===== config.mk =====
export PLATFORM = sky130hd
export DESIGN_NAME = y_operand_stage
export DESIGN_NICKNAME = d
export VERILOG_FILES = /design/src/rtl/y_cpu_pkg.sv /design/src/rtl/y_reg_file.sv /design/src/rtl/y_operand_stage.sv
export SDC_FILE = /design/constraint.sdc
export NUM_CORES = 2
export LEC_CHECK = 0
export ABC_AREA = 1
export CORE_MARGIN = 5
export CORE_UTILIZATION = 25
export DETAILED_ROUTE_END_ITERATION = 8
export PLACE_DENSITY = 0.44
export SYNTH_ARGS = -nofsm -noshare
export SYNTH_HDL_FRONTEND = slang
export SYNTH_SLANG_ARGS = --single-unit
export TNS_END_PERCENT = 100

===== constraint.sdc =====
create_clock -name clk -period 44 [get_ports clk]
set_input_delay 4.4 -clock clk [delete_from_list [all_inputs] [get_ports clk]]
set_output_delay 4.4 -clock clk [all_outputs]
set_load 0.01 [all_outputs]

===== src/rtl/y_cpu_pkg.sv =====
// Shared CPU definitions: datapath widths, ALU op codes and the issue bundle
// handed from the operand stage to the ALU.
package y_cpu_pkg;

    localparam int WIDTH     = 32;
    localparam int REG_IDX_W = 5;

    localparam logic [2:0] ALU_AND = 3'b000;
    localparam logic [2:0] ALU_OR  = 3'b001;
    localparam logic [2:0] ALU_ADD = 3'b010;
    localparam logic [2:0] ALU_SUB = 3'b110;
    localparam logic [2:0] ALU_SLT = 3'b111;

    typedef struct packed {
        logic [WIDTH-1:0]     a;
        logic [WIDTH-1:0]     b;
        logic [2:0]           op;
        logic [REG_IDX_W-1:0] rd;
    } issue_t;

endpackage


===== src/rtl/y_reg_file.sv =====
// Architectural register file: two combinational read ports with write-back
// bypass, one synchronous write port, x0 hardwired to zero.
module y_reg_file
    import y_cpu_pkg::*;
#(
    parameter int NREG  = 32,
    parameter int WIDTH = y_cpu_pkg::WIDTH
) (
    input  logic                 clk,
    input  logic                 reset,
    input  logic [REG_IDX_W-1:0] ra1,
    input  logic [REG_IDX_W-1:0] ra2,
    output logic [WIDTH-1:0]     rd1,
    output logic [WIDTH-1:0]     rd2,
    input  logic                 we,
    input  logic [REG_IDX_W-1:0] wa,
    input  logic [WIDTH-1:0]     wd
);

    logic [WIDTH-1:0] regs [NREG];
    logic             wr_live;

    assign wr_live = we && (wa != '0);

    always_ff @(posedge clk or posedge reset) begin
        if (reset) begin
            for (int i = 0; i < NREG; i++) begin
                regs[i] <= '0;
            end
        end else if (wr_live) begin
            regs[wa] <= wd;
        end
    end

    // Same-cycle write-back is forwarded so a consumer sees the new value at once.
    always_comb begin
        rd1 = '0;
        if (ra1 != '0) begin
            rd1 = (wr_live && (wa == ra1)) ? wd : regs[ra1];
        end
    end

    always_comb begin
        rd2 = '0;
        if (ra2 != '0) begin
            rd2 = (wr_live && (wa == ra2)) ? wd : regs[ra2];
        end
    end

endmodule


===== src/rtl/y_operand_stage.sv =====
// Issue stage ahead of the ALU: register read, immediate select, pending-write
// scoreboard with RAW/WAW stall, and the registered a/b/op/rd bundle.
module y_operand_stage
    import y_cpu_pkg::*;
#(
    parameter int NREG  = 32,
    parameter int WIDTH = y_cpu_pkg::WIDTH
) (
    input  logic                 clk,
    input  logic                 reset,
    input  logic                 in_valid,
    output logic                 in_ready,
    input  logic [REG_IDX_W-1:0] in_rs1,
    input  logic [REG_IDX_W-1:0] in_rs2,
    input  logic [REG_IDX_W-1:0] in_rd,
    input  logic [WIDTH-1:0]     in_imm,
    input  logic                 in_use_imm,
    input  logic [2:0]           in_op,
    output logic                 out_valid,
    input  logic                 out_ready,
    output logic [WIDTH-1:0]     out_a,
    output logic [WIDTH-1:0]     out_b,
    output logic [2:0]           out_op,
    output logic [REG_IDX_W-1:0] out_rd,
    input  logic                 wb_en,
    input  logic [REG_IDX_W-1:0] wb_rd,
    input  logic [WIDTH-1:0]     wb_data
);

    logic [WIDTH-1:0] rs1_val;
    logic [WIDTH-1:0] rs2_val;
    logic [NREG-1:0]  pending;
    logic [NREG-1:0]  pending_nxt;
    logic             hz1, hz2, hzd, hazard;
    logic             accept;
    logic             out_valid_q;
    issue_t           out_q;

    y_reg_file #(
        .NREG  (NREG),
        .WIDTH (WIDTH)
    ) u_reg_file (
        .clk   (clk),
        .reset (reset),
        .ra1   (in_rs1),
        .ra2   (in_rs2),
        .rd1   (rs1_val),
        .rd2   (rs2_val),
        .we    (wb_en),
        .wa    (wb_rd),
        .wd    (wb_data)
    );

    // A write-back landing this cycle releases its register immediately.
    assign hz1    = pending[in_rs1] && !(wb_en && (wb_rd == in_rs1));
    assign hz2    = !in_use_imm && pending[in_rs2] && !(wb_en && (wb_rd == in_rs2));
    assign hzd    = (in_rd != '0) && pending[in_rd] && !(wb_en && (wb_rd == in_rd));
    assign hazard = hz1 | hz2 | hzd;

    assign in_ready = !reset && !hazard && (!out_valid_q || out_ready);
    assign accept   = in_valid && in_ready;

    // Set is applied after clear so a new issue to rd wins over its own retire.
    always_comb begin
        pending_nxt = pending;
        if (wb_en && (wb_rd != '0)) begin
            pending_nxt[wb_rd] = 1'b0;
        end
        if (accept && (in_rd != '0)) begin
            pending_nxt[in_rd] = 1'b1;
        end
    end

    always_ff @(posedge clk or posedge reset) begin
        if (reset) begin
            pending     <= '0;
            out_valid_q <= 1'b0;
            out_q       <= '0;
        end else begin
            pending <= pending_nxt;
            if (accept) begin
                out_valid_q <= 1'b1;
                out_q.a     <= rs1_val;
                out_q.b     <= in_use_imm ? in_imm : rs2_val;
                out_q.op    <= in_op;
                out_q.rd    <= in_rd;
            end else if (out_ready) begin
                out_valid_q <= 1'b0;
            end
        end
    end

    assign out_valid = out_valid_q;
    assign out_a     = out_q.a;
    assign out_b     = out_q.b;
    assign out_op    = out_q.op;
    assign out_rd    = out_q.rd;

endmodule


==> qor.yml <==
path_buf_inv: 5
status: "finished, final reports clean"
crit_path_start_kind: "input port"
pin_count: 167
synth_warnings: 0
p_sw_share_pct: 31.9
yosys_register_bits: 1129
critPathSlowestCell: "buf_4"
pre_cts_ws_ps: 31610
grt_antenna_before_repair: 20
worstPathCellList: "buf_8 > buf_4 > buf_12 > nand2_1 > o211ai_1 > nand3_1 > nand3_1 > nand3_1 > nand3_1 > nand3_1 > inv_1 > clkdlybuf4s50_1"
rsz0062_at_grt: "false"
grt_start_max_net_pins: 220
syn_area_um2: 61700
fin_worst_skew_ps: 30.9
period_needed_ps: 12300
maxCapViolCount: 0
ys_top_cells_by_area: "dfrtp_1 46%, nand2_1 14%, o21ai_0 13%"
syn2layout_area_growth_pct: 13.3
first_iter_violations: 6652
p_int_uw: 2160
fmax_mhz: 81.3
final.setup.worst_slack_ps: 31700
wl_per_cell_um: 25.1
die-width_um: 507
final-seq-area_um2: 28300
start_util_pct: 25.1
path_common_cell: "nand3_1"
hold_viol: 0
h-tree-depth: 4
post-cts-setup-buffers: 0
grt_pass1_wl_mm: 412
synth_ff_type: "dfrtp_1"
cts_hold_buffers: 0
combPwrFrac_pct: 19.3
crit_type: "in2out"
clock_power_share_pct: 37.7
synth_common_cells: "2310 x nand2_1, 1618 x o21ai_0, 1129 x dfrtp_1"
die_h_um: 507
peakVddDrop_mv: 0.0357
critPathMaxStageDelay_ps: 790
nets: 8151
grt_overflow: 0
p_per_area_nw_per_um2: 45.4
coreArea_um2: 246000
grt_usage_pct: 21.5
critPathArrivalTime_ps: 7900
root_buffer: "clkbuf_16"
yosys.area.top_type_share_pct: 45.8
pwr-share-seq_pct: 43.0
first_pass_iters: 8
rows: 182
fin_crit_sh_pct: 28.0
async_flop_share_pct: 100
path_max_fanout: 219
ys_seq_area_share_pct: 45.8
clk_latency_ps: 790
ant_nets: 0
yosysMostFrequentCell: "nand2_1"
slew_headroom_pct: 18.2
tightest_slew_ps: 1210
vias: 60000
grt_pass1_vias: 56400
ys_types: 31
clock_sinks: 1129
place_congestion: 0.872
drv_slew: 0
drive_gt1_share_pct: 4.87
fin_tns_setup_ps: 0
fill_cells: 26600
dp_hpwl_mm: 160
syn_avg_cell_area_um2: 7.29
wl_mm: 286
viasPerCell: 5.27
multi_input_area_um2: 28300
synth_edf_count: 0
cts_tree: "yes"
dieArea_um2: 257000
path_delay_family: "buffers and inverters"
p_leak_uw: 0.0310
synth_nets: 8555
cts_buffers: 137
cts_resized: 0
power.switching_uw: 1010
drc: 0
setup_violations: 0
cp-end-kind: "primary output"
clk_pin_slew_ps: 60
synth_area_leader_cell: "dfrtp_1"
hp-class: "reg2reg"
cts_buffer_depth: 3
portBuffers: 166
synthCells: 8462
cp.required_ps: 39600
## final cells by class
cell class                 count  share of cell area, %
clock inverter                25                  0.535
multi-input combinational   5995                   40.5
tap                         3220                   5.76
antenna                        6                 0.0215
inverter                     507                   2.77
sequential                  1129                   40.4
timing repair buffer         288                   3.89
clock buffer                 216                   6.10
## cells in the final DEF (no fill, tap or decap), types with 16 or more instances in the layout
cell / netlist / layout
a21oi_1: 498 / 498
buf_4: 6 / 114
clkbuf_1: 556 / 36
clkbuf_16: 0 / 147
clkbuf_8: 0 / 33
clkdlybuf4s50_1: 0 / 155
dfrtp_1: 1129 / 1129
inv_1: 492 / 486
nand2_1: 2310 / 2285
nand2_4: 0 / 26
nand3_1: 734 / 732
nand3b_1: 16 / 16
nand4_1: 38 / 38
nor2_1: 242 / 240
nor3_1: 49 / 48
o211ai_1: 430 / 430
o21ai_0: 1618 / 1617
o21ai_1: 20 / 21
o221ai_1: 21 / 21
## metal layers
metal / routed length [µm] / part of all wire, % / GRT usage (%) / vias to the layer above
li1: - / - / - / 27500
met1: 122000 / 43 / 28.5 / 29500
met2: 132000 / 46 / 35.0 / 2500
met3: 18800 / 6.6 / 3.32 / 538
met4: 12300 / 4.3 / 8.92 / 4
met5: 26 / 0.0091 / 0 / -
## sequential cells by signal (all words and copies together) (netlist names)
signal / flops
u_reg_file.regs: 1024
out_a: 32
pending: 32
out_valid: 1
out_rd: 5
out_b: 32
out_op: 3
## path summary, 6_finish.rpt
path	to	slack (ps)	startpoint	cells past startpoint
max	in_ready	31700	in_rs1[0]	12
min	u_reg_file.regs[1013]$_DFFE_PP0P_	400	u_reg_file.regs[1013]$_DFFE_PP0P_	0
max reg2reg	out_a[26]$_DFFE_PP0P_	40470	pending[21]$_DFF_PP0_	15
min reg2reg	u_reg_file.regs[1013]$_DFFE_PP0P_	400	u_reg_file.regs[1013]$_DFFE_PP0P_	0
max in group asynchronous	u_reg_file.regs[512]$_DFFE_PP0P_	36310	reset	6
min in group asynchronous	u_reg_file.regs[18]$_DFFE_PP0P_	4010	reset	2
## per-stage QoR
step	total power [µW]	hold WS, ps	std cells	util (%)	instance area, µm²
after floorplan	1760	440	8462	-	61700
after global placement	1980	378	11100	26.6	65300
after detailed placement	1990	382	11100	26.6	65300
after CTS	3200	396	11400	28.5	69900
after global routing	3340	405	11400	28.5	69900
final	3170	395	11400	28.5	69900
## power groups by stage
stage | combinational (µW) | clock, µW | sequential (µW)
final | 611 | 1200 | 1370
after global routing | 693 | 1260 | 1390
after CTS | 613 | 1220 | 1360
after detailed placement | 611 | 0 | 1380
after global placement | 603 | 0 | 1370
after floorplan | 398 | 0 | 1360
## kinds of logic (layout without fill, tap and decap cells)
| family | Yosys count | after routing | synth area share, % |
|---|---|---|---|
| AO/OA/AOI/OAI | 2594 | 2594 | 22.9 |
| other | 0 | 6 | 0 |
| XOR/XNOR | 3 | 3 | 0.0426 |
| flip-flops | 1129 | 1129 | 45.8 |
| buffers and inverters | 1338 | 1036 | 8.69 |
| AND/OR/NAND/NOR | 3398 | 3398 | 22.6 |
(Power assumes the default switching activity.)
==> variant, RTL diff (same settings) <==
`pending` no longer has a reset.
--- a/src/rtl/y_operand_stage.sv
+++ b/src/rtl/y_operand_stage.sv
@@ -74,9 +74,7 @@
     always_ff @(posedge clk or posedge reset) begin
         if (reset) begin
-            pending     <= '0;
             out_valid_q <= 1'b0;
             out_q       <= '0;
         end else begin
-            pending <= pending_nxt;
             if (accept) begin
                 out_valid_q <= 1'b1;
@@ -91,4 +89,8 @@
     end
 
+    always_ff @(posedge clk) begin
+        pending <= pending_nxt;
+    end
+
     assign out_valid = out_valid_q;
     assign out_a     = out_q.a;
Function: not settled (the Yosys comparison gave no result); the edit may change what the design does.
==> variant against the original RTL <==
- sequential power about the same
- worst setup slack better by 0.45 ns
- total power up 1.1%
- sequential cell count unchanged
- count of clock-buffer cells in the layout up 8
- synthesized area down 0.26%
- maximum frequency up 3.8%
- design area about the same
- hold slack worse by 0.019 ns
- routed wire length down 0.62%
- global-route usage about the same
- die area down 0.25%
==> variant: results (changes against the original RTL) <==
synthesis:
  async_flop_share_pct: 97.2  # was 100%
  ys_seq_area_share_pct: 45.6  # was 45.8%
  synth_cell_types: 32  # was 31
  netlist_top_cells_area: "dfrtp_1 (45%), nand2_1 (14%), o21ai_0 (13%)"  # was dfrtp_1 (46%), nand2_1 (14%), o21ai_0 (13%)
  synth_commonest_cells: "nand2_1 (2310), o21ai_0 (1618), dfrtp_1 (1097), nand3_1 (734), clkbuf_1 (556)"  # was nand2_1 (2310), o21ai_0 (1618), dfrtp_1 (1129), nand3_1 (734), clkbuf_1 (556)
  synth_compound_area_share_pct: 23.0  # was 22.9%
  synth_xor_area_share_pct: 0.0427  # was 0.0426%
global_routing:
  grt_util_met1_pct: 28.7  # was 28.5%
  met2_usage_pct: 34.9  # was 35.0%
  grt_pass1_wl_um: 412000  # about the same
  grt_max_degree: 195  # was 220
  antenna_found_initial: 22  # was 20
  grtUsageMet3_pct: 3.00  # was 3.32%
  grt_pass1_vias: 56200  # was 56400
  grt.total_usage_pct: 21.5  # about the same
route:
  wl_per_cell_um: 24.9  # was 25.1 um
  dr.pass1.iters: 9  # was 8
  via_per_inst: 5.24  # was 5.27
  drt_iter0_drc: 6681  # was 6652
worst_setup_path:
  rrSetupSlack_ns: 40.59  # was 40.47 ns
  timing.rr.end: "out_a[11]"  # was out_a[26]
  r2r_start: "pending[0]"  # was pending[21]
  path_max_fanout: 87  # was 219
  max_stage_delay_ns: 0.75  # was 0.79 ns
placed_design:
  place_congestion: 0.862  # was 0.872
  hpwl_um: 160000  # about the same
  port-buffer-count: 166  # unchanged
final_layout:
  final_nets: 8149  # was 8151
pwr:
  leakage_uw: 0.0309  # was 0.0310 uW
  swShare_pct: 31.6  # was 31.9%
  power_density_mw_per_mm2: 45.9  # was 45.4 mW/mm2
sta:
  finClkSkew_ns: 0.0272  # was 0.0309 ns
  slew-limit-headroom_pct: 15.0  # was 18.2%
outcome:
  status: "finished, final reports clean"  # unchanged
clocking:
  cts_buffers: 139  # was 137
==> variant: changes by cell type after synthesis <==
cell / before / now
dfrtp_1: 1129 / 1097
dfxtp_1: 0 / 32
==> variant: per-stage QoR <==
step / setup slack [ns] / cell area (um2) / util [%] / std cells
floorplan: 8.69 / 61600 / - / 8462
global placement: 32.19 / 65100 / 26.5 / 11100
detailed placement: 32.19 / 65100 / 26.5 / 11100
CTS: 32.19 / 70000 / 28.5 / 11400
global route: 31.99 / 70000 / 28.5 / 11400
finish: 32.15 / 70000 / 28.5 / 11400
==> variant: logic make-up (layout without fill, tap and decap cells) <==
| logic type | count (synthesis) | in the layout |
|---|---|---|
| xor gates and xnor gates | 3 | 3 |
| AOI/OAI and AO/OA | 2594 | 2594 |
| and+or+nand+nor | 3398 | 3398 |
| other | 0 | 3 |
| buffers and inverters | 1338 | 1045 |
| DFF | 1129 | 1129 |
==> variant: how the worst min path moves through the flow <==
stage                from    endpoint  slack [ns]
2_1_floorplan  pending[0]  pending[0]        0.42
3_3_place_gp   pending[0]  pending[0]        0.37
3_5_place_dp   pending[0]  pending[0]        0.36
4_1_cts        pending[0]  pending[0]        0.37
5_1_grt        pending[0]  pending[0]        0.39
6_report       pending[0]  pending[0]        0.38
==> variant: area by class of cell <==
class                      count  area (um2)
fill                       26600      176000
multi-input combinational   5995       28300
clock buffer                 224        4450
timing repair buffer         284        2690
antenna                        3        7.51
inverter                     507        1940
tap                         3220        4030
sequential                  1129       28100
clock inverter                30         409
==> variant: layer usage <==
layer	share of wire (%)	vias to the layer above	wire, um
met5	0.0095	-	27
met2	46	2521	131000
met1	43	29100	123000
li1	-	27500	-
met3	6.4	544	18100
met4	4.3	4	12300
